==> src/rtl/bip_core_param.sv <==
// -----------------------------------------------------------------------------
// bip_core_param
//
// Multi-cycle accumulator CPU for the BIP instruction set (HLT, STR, LD, LDI,
// ADD, ADDI, SUB, SUBI). Instructions come from a synchronous program ROM.
// Data memory is reached through a request/ack handshake, so slow memories
// can insert wait states.
//
// Instruction word: {opcode[4:0], operand[OPER_W-1:0]}, OPER_W = DATA_W-5.
// PA_W and DA_W must not exceed OPER_W.
//
// Optional build macro: BIP_BRANCH_EN adds BEQ (01000), BNE (01001) and
// JMP (01010). Without it those opcodes are undefined.
//
// Ports:
//   clk        system clock, rising edge
//   reset_n    asynchronous active-low reset
//   prog_addr  program ROM address (current PC)
//   prog_data  instruction word, valid one cycle after prog_addr
//   dm_addr    data memory address (operand low bits)
//   dm_rd_en   read request, held until dm_ack
//   dm_wr_en   write request, held until dm_ack
//   dm_wdata   write data (accumulator)
//   dm_rdata   read data, sampled in the dm_ack cycle
//   dm_ack     memory completion strobe
//   acc_out    accumulator
//   halted     high while in HALT
//   retire     one-cycle pulse per completed instruction
//   illegal    one-cycle pulse on an undefined opcode
// -----------------------------------------------------------------------------
module bip_core_param #(
  parameter int DATA_W = 16,
  parameter int PA_W   = 11,
  parameter int DA_W   = 11
) (
  input  logic              clk,
  input  logic              reset_n,
  output logic [PA_W-1:0]   prog_addr,
  input  logic [DATA_W-1:0] prog_data,
  output logic [DA_W-1:0]   dm_addr,
  output logic              dm_rd_en,
  output logic              dm_wr_en,
  output logic [DATA_W-1:0] dm_wdata,
  input  logic [DATA_W-1:0] dm_rdata,
  input  logic              dm_ack,
  output logic [DATA_W-1:0] acc_out,
  output logic              halted,
  output logic              retire,
  output logic              illegal
);

  localparam int OPER_W = DATA_W - 5;

  typedef enum logic [2:0] {
    S_FETCH,
    S_DECODE,
    S_EXEC,
    S_MEM,
    S_HALT
  } state_t;

  typedef enum logic [4:0] {
    OP_HLT  = 5'b00000,
    OP_STR  = 5'b00001,
    OP_LD   = 5'b00010,
    OP_LDI  = 5'b00011,
    OP_ADD  = 5'b00100,
    OP_ADDI = 5'b00101,
    OP_SUB  = 5'b00110,
    OP_SUBI = 5'b00111,
    OP_BEQ  = 5'b01000,
    OP_BNE  = 5'b01001,
    OP_JMP  = 5'b01010
  } opcode_t;

  state_t            state, state_d;
  logic [PA_W-1:0]   pc, pc_d, pc_inc;
  logic [DATA_W-1:0] acc, acc_d;
  logic [DATA_W-1:0] ir, ir_d;
  logic              rd_d, wr_d, retire_d, illegal_d;
  logic [4:0]        opcode;
  logic [DATA_W-1:0] op_ext;

  assign opcode = ir[DATA_W-1 -: 5];
  assign op_ext = {{(DATA_W-OPER_W){ir[OPER_W-1]}}, ir[OPER_W-1:0]};
  // Natural PA_W-bit overflow gives the wrap from the top address to 0.
  assign pc_inc = pc + PA_W'(1);

  // NOTE: every signal written here gets a default first, otherwise a path
  // that skips an assignment would infer a latch.
  always_comb begin
    state_d   = state;
    pc_d      = pc;
    acc_d     = acc;
    ir_d      = ir;
    rd_d      = dm_rd_en;
    wr_d      = dm_wr_en;
    retire_d  = 1'b0;
    illegal_d = 1'b0;

    case (state)
      S_FETCH: state_d = S_DECODE;

      S_DECODE: begin
        ir_d    = prog_data;
        state_d = S_EXEC;
      end

      S_EXEC: begin
        case (opcode)
          OP_HLT: begin
            retire_d = 1'b1;
            state_d  = S_HALT;
          end
          OP_LDI, OP_ADDI, OP_SUBI: begin
            if (opcode == OP_LDI)       acc_d = op_ext;
            else if (opcode == OP_ADDI) acc_d = acc + op_ext;
            else                        acc_d = acc - op_ext;
            pc_d     = pc_inc;
            retire_d = 1'b1;
            state_d  = S_FETCH;
          end
          OP_STR: begin
            wr_d    = 1'b1;
            state_d = S_MEM;
          end
          OP_LD, OP_ADD, OP_SUB: begin
            rd_d    = 1'b1;
            state_d = S_MEM;
          end
`ifdef BIP_BRANCH_EN
          OP_BEQ, OP_BNE, OP_JMP: begin
            if ((opcode == OP_JMP) ||
                ((opcode == OP_BEQ) && (acc == '0)) ||
                ((opcode == OP_BNE) && (acc != '0)))
              pc_d = ir[PA_W-1:0];
            else
              pc_d = pc_inc;
            retire_d = 1'b1;
            state_d  = S_FETCH;
          end
`endif
          default: begin
            // Undefined opcode behaves as a NOP that flags itself.
            illegal_d = 1'b1;
            pc_d      = pc_inc;
            retire_d  = 1'b1;
            state_d   = S_FETCH;
          end
        endcase
      end

      S_MEM: begin
        // Strobe, address and write data stay put until the memory answers.
        if (dm_ack) begin
          case (opcode)
            OP_LD:   acc_d = dm_rdata;
            OP_ADD:  acc_d = acc + dm_rdata;
            OP_SUB:  acc_d = acc - dm_rdata;
            default: acc_d = acc;
          endcase
          pc_d     = pc_inc;
          retire_d = 1'b1;
          rd_d     = 1'b0;
          wr_d     = 1'b0;
          state_d  = S_FETCH;
        end
      end

      S_HALT: state_d = S_HALT;

      default: state_d = S_FETCH;
    endcase
  end

  // NOTE: state registers use non-blocking assignments so every register
  // samples the pre-edge values, independent of statement order.
  always_ff @(posedge clk or negedge reset_n) begin
    if (!reset_n) begin
      state    <= S_FETCH;
      pc       <= '0;
      acc      <= '0;
      ir       <= '0;
      dm_rd_en <= 1'b0;
      dm_wr_en <= 1'b0;
      retire   <= 1'b0;
      illegal  <= 1'b0;
    end else begin
      state    <= state_d;
      pc       <= pc_d;
      acc      <= acc_d;
      ir       <= ir_d;
      dm_rd_en <= rd_d;
      dm_wr_en <= wr_d;
      retire   <= retire_d;
      illegal  <= illegal_d;
    end
  end

  assign prog_addr = pc;
  assign dm_addr   = ir[DA_W-1:0];
  assign dm_wdata  = acc;
  assign acc_out   = acc;
  assign halted    = (state == S_HALT);

endmodule
==> config.mk <==
export PLATFORM = sky130hd
export DESIGN_NAME = bip_core_param
export DESIGN_NICKNAME = d
export VERILOG_FILES = /design/src/rtl/bip_core_param.sv
export SDC_FILE = /design/constraint.sdc
export NUM_CORES = 1
export LEC_CHECK = 0
export CORE_ASPECT_RATIO = 1.5
export CORE_MARGIN = 1
export CORE_UTILIZATION = 53
export DETAILED_ROUTE_END_ITERATION = 10
export GPL_TIMING_DRIVEN = 0
export PLACE_DENSITY = 0.94
export SYNTH_ARGS = -nofsm -noshare
export SYNTH_HDL_FRONTEND = slang
export SYNTH_SLANG_ARGS = --single-unit
==> constraint.sdc <==
create_clock -name clk -period 3.8 [get_ports clk]
set_input_delay 0.76 -clock clk [delete_from_list [all_inputs] [get_ports clk]]
set_output_delay 0.76 -clock clk [all_outputs]
set_load 0.03 [all_outputs]
==> metrics.csv <==
stage;metric;value;unit
grt;initial antenna violation count;0;
clock_network;clock-pin slew on the worst setup and hold paths;0.06;ns
drt;routed length per instance;17.14;um
cells_and_area;# nets final;728;
floorplan;die area;9173;um^2
sta;Rel. slew slack;0.4531;
drt;drt via density;6.003;
power;P_int;904.2;uW
cells_and_area;Layout Area Growth over Synthesis;30.44;%
floorplan;I/O pin count;94;
sta;fin crit period;3.742;ns
power;Switching Fraction;0.2242;
floorplan;FP Rows;41;
cells_and_area;FILL cells;614;
drt;drt first pass iters;6;
power;pwr/cell area;191.9;nW/um^2
worst_setup_path;worst endpoint required time;3.98;ns
drt;Residual DRC;0;
logic_synthesis;Syn Nets;624;
sta;skew final;0.003662;ns
job;Max Cap Viol;0;
power;Sequential Power Share;0.456;
worst_setup_path;CP Launch Type;register;
worst_setup_path;slowest stage cell, crit path;dfrtp_1;
clock_network;CTS tree;built;
sta;Final Hold Viols;0;
grt;largest net degree at the start of global routing;29;
grt;first-pass GRT wire length;20690;um
logic_synthesis;FFs w/ async S/R, synth;1.000;
cells_and_area;share of post-route cells with drive strength above 1;0.1435;
worst_setup_path;crit-path cells;inv_1, ha_1, nand2b_1, or4_1, or3_1, o31ai_4, xnor2_1, ha_1, nand4_1, nor2_1, nand3_1, and3b_1, o21ai_1, mux2i_1, o21ai_0, o311a_1;
worst_hold_path;Hold Crit Class;primary input to async pin;
drt;DRT iter0 DRCs;249;
logic_synthesis;Netlist Area Pre-Place;4657;um^2
clock_network;root buffer cell;clkbuf_16;
worst_setup_path;delay-heaviest family, CP;simple AND/OR/NAND/NOR gates;
clock_network;clk sinks;50;
grt;total track usage;0.2869;
sta;Worst-Margin Slew;0.8159;ns
worst_setup_path;Critical path buffers and inverters;1;
drt;DR vias;4574;
sta;Period Utilization, post-route;0.9846;
grt;Congestion Overflow GR;0;
sta;Setup violations, final;0;
drt;Detail Route Antenna Nets;0;
logic_synthesis;Cell variety after synth;59;
placed_design;Final GP Congestion;0.9296;
run_status;status;finished clean;
logic_synthesis;post-synth top area share;0.2687;
sta;hold slack;0.4461;ns
clock_network;CTS HTree Levels;2;
clock_network;clk_lat worst skew;0.30;ns
logic_synthesis;Synth top cells by count;nand2_1, dfrtp_1, o21ai_0;
power;Clk pwr share;0.437;
power;sw power;261.3;uW
worst_setup_path;Critical Path Fanout Max;4;
logic_synthesis;Post-synth EDFFs;0;
logic_synthesis;area leader, netlist;dfrtp_1;
grt;number of global-route vias before repair;4664;
floorplan;Die H;116.8;um
power;combinational share of power;0.107;
logic_synthesis;flops & latches, synth;50;
worst_setup_path;CP Class;register to register;
placed_design;IO buf count;92;
logic_synthesis;sequential area share after synthesis;0.2687;
sta;total negative slack;0;ns
logic_synthesis;Ys Warns;0;
worst_setup_path;crit end category;register;
logic_synthesis;dominant cells by area after synthesis;dfrtp_1, ha_1, xnor2_1;
sta;setup ws final;0.05835;ns
logic_synthesis;top-count cell post-synth;nand2_1;
power;Pleak;2.726;nW
drt;final wirelength;13060;um
floorplan;CORE AREA;8464;um^2
floorplan;Die W;78.54;um
logic_synthesis;most common flop cell mapped by yosys;dfrtp_1;
sta;max-slew violations;0;
cells_and_area;diode count;0;
logic_synthesis;post-synthesis area per instance;8.467;um^2
floorplan;Starting Density;0.5502;
worst_setup_path;Crit path top cell by count;ha_1;
placed_design;DP Wirelength;10010;um
power;Peak VDD IR;371.2;uV
clock_network;TritonCTS Buffers;5;
worst_setup_path;arrival time worst endpoint;3.92;ns
worst_setup_path;CP peak stage delay;0.42;ns
sta;Peak Freq;267.3;MHz
clock_network;CTS max path bufs;2;
placed_design;Setup WS pre-CTS;-0.7283;ns
clock_network;# hold bufs at CTS;0;
sta;RSZ-0062 raised after global routing;true;
logic_synthesis;Synth Instances;550;
timing repair:
action,4_1_cts,5_1_grt
setup buffers,2,2
resized for setup,14,23
pin swaps,3,4
endpoints found under the setup margin,10,10
metrics by stage:
stage	cells	power [mW]	instance area (um^2)	util
CTS	760	1.162	5957	0.7038
floorplan	550	0.5937	4657	-
global route	762	1.190	6075	0.7177
detailed placement	750	0.6587	5727	0.6766
global placement	749	0.6522	5712	0.6748
finish	762	1.166	6075	0.7177
cells in the final DEF, fill, tap and decap left out, types with 4 or more instances in the layout:
cell type	Yosys	layout
a21oi_1	35	35
mux2_2	17	17
clkbuf_1	14	14
buf_4	27	31
and3_1	5	5
a211oi_1	10	8
xnor2_1	30	29
a31oi_1	8	6
o31ai_1	10	7
clkdlybuf4s50_1	0	86
o211ai_1	8	8
nor3_1	12	12
a21o_1	6	6
ha_1	37	37
nor2_1	38	38
mux2i_1	5	5
or3_1	8	5
nand3_1	8	8
nand2b_1	10	10
inv_1	14	14
nor2b_1	9	8
o21a_1	7	7
clkbuf_16	0	5
nand4_1	4	4
dfrtp_1	50	50
o21ai_0	44	40
xor2_1	25	25
nand2_1	58	57
metal layers:
metal  part of all wire  global-route usage  up-vias
li1                   -                   -     2174
met1               0.37              0.2890     2150
met2               0.54              0.5478      200
met3              0.052             0.04574       50
met4              0.039              0.1741        0
met5                  0                   0        -
flip-flops by register name (all words and copies together), names as in the netlist:
register   flops
dm_rd_en       1
retire         1
acc_out       16
prog_addr     11
dm_wr_en       1
ir            16
illegal        1
state          3
kinds of logic after synthesis:
| logic type | Yosys count | synth area share |
|---|---|---|
| and+or+nand+nor | 173 | 0.1832 |
| AOI/OAI and AO/OA | 154 | 0.2166 |
| buffers and inverters | 57 | 0.06824 |
| xor gates and xnor gates | 55 | 0.1034 |
| DFF | 50 | 0.2687 |
| adders and majority gates | 39 | 0.1080 |
| muxes | 22 | 0.05185 |
cell type report:
| class | instances | area [um^2] | area share |
|---|---|---|---|
| clock inverters | 2 | 37.54 | 0.006179 |
| flip-flops and latches | 50 | 1251 | 0.2060 |
| clock buffers | 6 | 128.9 | 0.02122 |
| repair buffers | 97 | 970.9 | 0.1598 |
| multi-input cells | 443 | 3233 | 0.5322 |
| plain buffers | 43 | 266.5 | 0.04387 |
| well taps | 107 | 133.9 | 0.02204 |
| inverters | 14 | 52.55 | 0.008651 |
power by group through the flow:
stage / clock network (mW) / registers (mW) / logic (mW)
finish: 0.509 / 0.532 / 0.125
global route: 0.523 / 0.532 / 0.136
CTS: 0.510 / 0.532 / 0.120
detailed placement: 0 / 0.542 / 0.117
global placement: 0 / 0.542 / 0.110
floorplan: 0 / 0.542 / 0.0514
path summary, 6_finish.rpt:
kind,start,end,slack (ns),cells past startpoint
worst max-delay path,ir[0],acc_out[15],0.06,16
worst min-delay path,reset_n,ir[3],0.45,1
worst max register to register,ir[0],acc_out[15],0.06,16
worst min register to register,prog_addr[10],prog_addr[10],0.48,1
max in group asynchronous,reset_n,state[1],2.81,2
min in group clk,prog_addr[10],prog_addr[10],0.48,1
Note: power is estimated with default switching activity, not from simulation.
